**config.mk**
```make
export PLATFORM = sky130hd
export DESIGN_NAME = stopwatch_bcd_flat
export DESIGN_NICKNAME = d
export VERILOG_FILES = /design/src/rtl/stopwatch_bcd_if.sv /design/src/rtl/stopwatch_bcd.sv /design/src/flat_wrapper.sv
export SDC_FILE = /design/constraint.sdc
export NUM_CORES = 1
export LEC_CHECK = 0
export BUFFER_PORTS_ARGS = -buffer_cell sky130_fd_sc_hd__buf_2
export CORE_MARGIN = 2
export CORE_UTILIZATION = 45
export DETAILED_ROUTE_END_ITERATION = 10
export HOLD_SLACK_MARGIN = 0.02
export SYNTH_ARGS = -nofsm -noshare
export SYNTH_HDL_FRONTEND = slang
export SYNTH_SLANG_ARGS = --single-unit
```
**constraint.sdc**
```tcl
create_clock -name clk -period 3.9 [get_ports clk]
set_input_delay 1.17 -clock clk [delete_from_list [all_inputs] [get_ports clk]]
set_output_delay 1.17 -clock clk [all_outputs]
set_load 0.02 [all_outputs]
```
**src/rtl/stopwatch_bcd_if.sv**
```systemverilog
// Control and display bundle between the stopwatch and its environment.
// master drives buttons/clear; slave (the stopwatch) drives digits and status.
interface stopwatch_bcd_if;
  localparam int unsigned DIG_W = 4;

  logic             btn_ss;
  logic             clr;
  logic             btn_lap;
  logic [DIG_W-1:0] d3;
  logic [DIG_W-1:0] d2;
  logic [DIG_W-1:0] d1;
  logic [DIG_W-1:0] d0;
  logic [DIG_W-1:0] dp_mask;
  logic             running;
  logic             ovf;

  modport master (
    output btn_ss, clr, btn_lap,
    input  d3, d2, d1, d0, dp_mask, running, ovf
  );

  modport slave (
    input  btn_ss, clr, btn_lap,
    output d3, d2, d1, d0, dp_mask, running, ovf
  );
endinterface

```
**src/rtl/stopwatch_bcd.sv**
```systemverilog
// Four-digit BCD stopwatch (00.00..99.99 s) with start/stop, clear and sticky overflow.
// Optional lap-freeze display enabled by defining STOPWATCH_LAP_EN.
module stopwatch_bcd #(
  parameter int unsigned TICK_DIV = 500000,
  parameter int unsigned PRE_W    = 20
) (
  input logic            clk,
  input logic            rst,
  stopwatch_bcd_if.slave bus
);
  localparam int unsigned DIG_W  = 4;
  localparam int unsigned N_DIG  = 4;
  localparam logic [PRE_W-1:0] PRE_LAST = PRE_W'(TICK_DIV - 1);
  localparam logic [DIG_W-1:0] DP_CONST = 4'b1011;

  typedef enum logic [1:0] {IDLE, RUN, PAUSE} state_t;

  state_t                       state, state_next;
  logic [PRE_W-1:0]             pre, pre_next;
  logic [N_DIG-1:0][DIG_W-1:0]  cnt, cnt_next;
  logic [N_DIG-1:0][DIG_W-1:0]  shown;
  logic                         ovf, ovf_next;
  logic                         running;
  logic [DIG_W-1:0]             dp_mask;
  logic [2:0]                   ss_sync;
  logic                         ss_pulse;
  logic                         carry;

  // Two-stage synchronizer plus registered rising-edge detect.
  always_ff @(posedge clk) begin
    if (rst) begin
      ss_sync  <= '0;
      ss_pulse <= 1'b0;
    end else begin
      ss_sync  <= {ss_sync[1:0], bus.btn_ss};
      ss_pulse <= ss_sync[1] & ~ss_sync[2];
    end
  end

  always_ff @(posedge clk) begin
    if (rst) begin
      state   <= IDLE;
      pre     <= '0;
      cnt     <= '0;
      ovf     <= 1'b0;
      running <= 1'b0;
      dp_mask <= DP_CONST;
    end else begin
      state   <= state_next;
      pre     <= pre_next;
      cnt     <= cnt_next;
      ovf     <= ovf_next;
      running <= (state_next == RUN);
      dp_mask <= DP_CONST;
    end
  end

  // Start/stop wins over a coincident tick; the prescaler holds on that edge.
  always_comb begin
    state_next = state;
    pre_next   = pre;
    cnt_next   = cnt;
    ovf_next   = ovf;
    carry      = 1'b0;
    if (bus.clr) begin
      state_next = IDLE;
      pre_next   = '0;
      cnt_next   = '0;
      ovf_next   = 1'b0;
    end else begin
      case (state)
        IDLE: begin
          pre_next = '0;
          cnt_next = '0;
          ovf_next = 1'b0;
          if (ss_pulse) state_next = RUN;
        end
        RUN: begin
          if (ss_pulse) begin
            state_next = PAUSE;
          end else if (pre == PRE_LAST) begin
            pre_next = '0;
            carry    = 1'b1;
            for (int i = 0; i < N_DIG; i++) begin
              if (carry) begin
                if (cnt[i] == 4'd9) begin
                  cnt_next[i] = '0;
                end else begin
                  cnt_next[i] = cnt[i] + 4'd1;
                  carry       = 1'b0;
                end
              end
            end
            if (carry) ovf_next = 1'b1;
          end else begin
            pre_next = pre + 1'b1;
          end
        end
        PAUSE: begin
          if (ss_pulse) state_next = RUN;
        end
        default: state_next = IDLE;
      endcase
    end
  end

`ifdef STOPWATCH_LAP_EN
  logic [2:0]                  lap_sync;
  logic                        lap_pulse;
  logic                        frozen, frozen_next;
  logic [N_DIG-1:0][DIG_W-1:0] lap_q, lap_next;
  logic [N_DIG-1:0][DIG_W-1:0] disp, disp_next;

  always_ff @(posedge clk) begin
    if (rst) begin
      lap_sync  <= '0;
      lap_pulse <= 1'b0;
      frozen    <= 1'b0;
      lap_q     <= '0;
      disp      <= '0;
    end else begin
      lap_sync  <= {lap_sync[1:0], bus.btn_lap};
      lap_pulse <= lap_sync[1] & ~lap_sync[2];
      frozen    <= frozen_next;
      lap_q     <= lap_next;
      disp      <= disp_next;
    end
  end

  // Freeze captures the digits being written on the same edge.
  always_comb begin
    frozen_next = frozen;
    lap_next    = lap_q;
    disp_next   = cnt_next;
    if (state_next == IDLE) begin
      frozen_next = 1'b0;
    end else if (state == PAUSE && ss_pulse) begin
      frozen_next = 1'b0;
    end else if (state == RUN && lap_pulse) begin
      frozen_next = ~frozen;
      if (!frozen) lap_next = cnt_next;
    end
    if (frozen_next) disp_next = lap_next;
  end

  assign shown = disp;
`else
  logic unused_lap;
  assign unused_lap = bus.btn_lap;
  assign shown      = cnt;
`endif

  assign bus.d0      = shown[0];
  assign bus.d1      = shown[1];
  assign bus.d2      = shown[2];
  assign bus.d3      = shown[3];
  assign bus.dp_mask = dp_mask;
  assign bus.running = running;
  assign bus.ovf     = ovf;
endmodule
```
**src/flat_wrapper.sv**
```systemverilog
// flat-port wrapper written by rule: the top's interface ports become plain ports
module stopwatch_bcd_flat 
#(
  parameter int unsigned TICK_DIV = 500000,
  parameter int unsigned PRE_W    = 20
)
  (clk, rst, bus_btn_ss, bus_clr, bus_btn_lap, bus_d3, bus_d2, bus_d1, bus_d0, bus_dp_mask, bus_running, bus_ovf);
  stopwatch_bcd_if bus_i ();
  input logic clk;
  input logic rst;
  input wire logic [$bits(bus_i.btn_ss)-1:0] bus_btn_ss;
  input wire logic [$bits(bus_i.clr)-1:0] bus_clr;
  input wire logic [$bits(bus_i.btn_lap)-1:0] bus_btn_lap;
  output wire logic [$bits(bus_i.d3)-1:0] bus_d3;
  output wire logic [$bits(bus_i.d2)-1:0] bus_d2;
  output wire logic [$bits(bus_i.d1)-1:0] bus_d1;
  output wire logic [$bits(bus_i.d0)-1:0] bus_d0;
  output wire logic [$bits(bus_i.dp_mask)-1:0] bus_dp_mask;
  output wire logic [$bits(bus_i.running)-1:0] bus_running;
  output wire logic [$bits(bus_i.ovf)-1:0] bus_ovf;
  assign bus_i.btn_ss = bus_btn_ss;
  assign bus_i.clr = bus_clr;
  assign bus_i.btn_lap = bus_btn_lap;
  assign bus_d3 = bus_i.d3;
  assign bus_d2 = bus_i.d2;
  assign bus_d1 = bus_i.d1;
  assign bus_d0 = bus_i.d0;
  assign bus_dp_mask = bus_i.dp_mask;
  assign bus_running = bus_i.running;
  assign bus_ovf = bus_i.ovf;
  stopwatch_bcd #(.TICK_DIV(TICK_DIV), .PRE_W(PRE_W)) u_core (.clk(clk), .rst(rst), .bus(bus_i));
endmodule
```
==> qor.txt <==
Hold Worst Slack = 0.393 ns
Antenna diodes = 0
ratio of cells with drive above 1 in the final layout = 16.3%
CP Data Arrival Time = 2.65 ns
Yosys warning count = 0
status = finished, final reports clean
Setup crit start kind = input pin
Clock Path Buffers = 2
CP endpoint kind = register
Fin Clk Skew = 0.00685 ns
Total Routing Usage GR = 16.7%
Power Total = 758 µW
Gate Count Post-Synth = 261
RSZ-0062 raised after global routing = false
Fill cells = 503
Final min period = 2.41 ns
Die ar. = 0.00569 mm²
sequential-to-total area share from yosys stat = 38.3%
Vias/cell = 5.17
vias in the first global route = 1566
Worst path depth = 6
Final Hold Vio Count = 0
CTS H-Tree Depth = 2
Design Area, Final = 0.00251 mm²
most frequent cells in the layout = dfxtp_1 (44), nor2_1 (32), nand2_1 (23), buf_2 (21), nand3_1 (19)
Placed Cells incl. Taps = 344
routed length per instance = 12.7 µm
average size of a mapped cell = 8.80 µm²
Sequential Power Share = 59.6%
Initial DRC Count = 55
Max stage delay cell, worst path = a21o_1
relative slew slack = 55.2%
Synth area leaders = dfxtp_1 (38%), xor2_1 (5.7%), nor2_1 (5.2%), ha_1 (4.9%), nand3_1 (4.1%)
crit path kind = input pin to register
CTS resizes = 0
pre-CTS setup slack = 1.16 ns
# setup viols final = 0
initial antenna violation count = 0
die width = 75.5 µm
synthesized area = 0.00230 mm²
Clock Power Share = 38.6%
EDFF count, synth = 0
grt total ovfl = 0
core area = 0.00501 mm²
total negative slack = 0 ns
Worst Path Max Fanout = 21
Net Sw Power = 162 µW
Via Count = 1821
hold buffers post-CTS = 0
row count = 26
FFs w/ async S/R, synth = 0%
Peak VDD IR = 0.000187 V
combinational cell fraction of total power = 1.8%
IO buf count = 21
DP HPWL = 3360 µm
CP delay by family, top = compound AO/OA/AOI/OAI gates
nets@finish = 295
R2R depth = 6
post-route insts no fill = 352
Tcrit/Tclk final = 61.9%
Area after DPL = 0.00242 mm²
setup ws final = 1.49 ns
Clk Latency, worst-skew pair = 0.30 ns
Hold Path Depth = 1
Crit path required time = 4.14 ns
fin. max-slew vios = 0
Int Power = 596 µW
sw frac = 21.4%
Die Y = 75.5 µm
Distinct cells, synth = 55
most common cell after layout, fill and taps aside = dfxtp_1
type of the most critical hold path = register to register
First-pass DRT Iterations = 4
Layout area overhead = 9.20%
Initial Util = 45.9%
clk slew on worst S/H paths = 0.08 ns
CTS tree = built
Buf/Inv on CP = 1
Top FF cell, synth = dfxtp_1
first-pass GRT wire length = 7200 µm
TritonCTS Buffers = 5
Post-CTS Setup Bufs = 0
Slew @ Worst Pin = 0.666 ns
final core utilization = 50.1%
Sink Count = 44
pwr/cell area = 302 mW/mm²
Max Cap Viol = 0
area leader, netlist = dfxtp_1
maximum clock rate = 0.414 GHz
routed wire length = 4460 µm
RePlAce Congestion = 0.748
Clock Tree Root = clkbuf_8
post-synthesis register bit count = 44
Leak = 0.946 nW
remaining antenna violation count = 0
io pins = 27
CP Cell Sequence = buf_2 -> nor2_1 -> o21ai_0 -> a21o_1 -> a21boi_1 -> o21bai_1
DR DRC count = 0
largest incremental delay on the critical path = 0.44 ns
top-area cell type share of the netlist area = 38.3%
largest net degree at the start of global routing = 22
## cells by family (layout without fill, tap and decap cells)
kind of cell	count (synthesis)	count (layout)	share of synthesized area (%)
mux	1	1	0.490
other cells	2	4	0.327
buf+inv	17	36	4.68
compound gates	38	38	11.0
simple gates	131	131	33.0
flops	44	44	38.3
xor+xnor	19	19	7.24
fa+ha+maj	9	9	4.90
## state kept, by name, summed over array words and instances, names as in the netlist
name	flops
u_core.bus.ovf	1
u_core.bus.d2	4
u_core.bus.d1	4
u_core.bus.d3	4
u_core.state	2
u_core.ss_sync	3
u_core.bus.running	1
u_core.ss_pulse	1
u_core.bus.d0	4
u_core.pre	20
## worst register-to-register path, delay by kind of cell, from the launching register on
family | cells | cell delay, ns
fa+ha+maj | 1 | 0.20
compound gates | 3 | 0.89
flops | 1 | 0.37
simple gates | 2 | 0.57
## power groups by stage
stage | clock network, mW | logic, mW | registers [mW]
finish | 0.293 | 0.0135 | 0.452
global route | 0.319 | 0.0150 | 0.452
CTS | 0.303 | 0.0136 | 0.452
detailed placement | 0 | 0.0136 | 0.462
global placement | 0 | 0.0135 | 0.462
floorplan | 0 | 0.0137 | 0.462
## cell usage after synthesis, types with 3 or more instances
cell / count
and3_1: 5
dfxtp_1: 44
a31oi_1: 3
nand2_1: 23
o31ai_1: 3
a21oi_1: 10
nor3_1: 7
o21ai_0: 6
xor2_1: 15
nand4_1: 8
xnor2_1: 4
nand3_1: 19
a21o_1: 3
nand3b_1: 4
buf_4: 5
and4_1: 4
inv_1: 6
nor4_2: 3
nor2b_1: 5
nor2_1: 32
ha_1: 9
buf_6: 3
o21ai_1: 3
## routing by layer
layer	GRT usage [%]	vias to the layer above	part of all wire (%)
met5	0	-	0
met4	7.02	0	1.7
met3	3.57	8	3.2
met2	26.6	25	44
met1	22.0	825	51
li1	-	963	-
## area by class of cell
class | instances | area, µm² | area share, %
Clock inverter | 2 | 10.0 | 0.399
Multi-Input combinational cell | 202 | 1320 | 52.5
Clock buffer | 6 | 82.6 | 3.29
Inverter | 7 | 26.3 | 1.05
Timing Repair Buffer | 21 | 105 | 4.19
Sequential cell | 44 | 881 | 35.1
Tap cell | 70 | 87.6 | 3.49
## final timing paths
| path | start | endpoint | slack [ns] |
|---|---|---|---|
| setup / recovery | rst | u_core.bus.d3[2] | 1.49 |
| hold / removal | u_core.ss_sync[2] | u_core.ss_pulse | 0.39 |
| setup reg to reg | u_core.pre[0] | u_core.bus.d3[2] | 1.78 |
| hold reg to reg | u_core.ss_sync[2] | u_core.ss_pulse | 0.39 |
No activity file was read; power rests on OpenSTA's default activity.
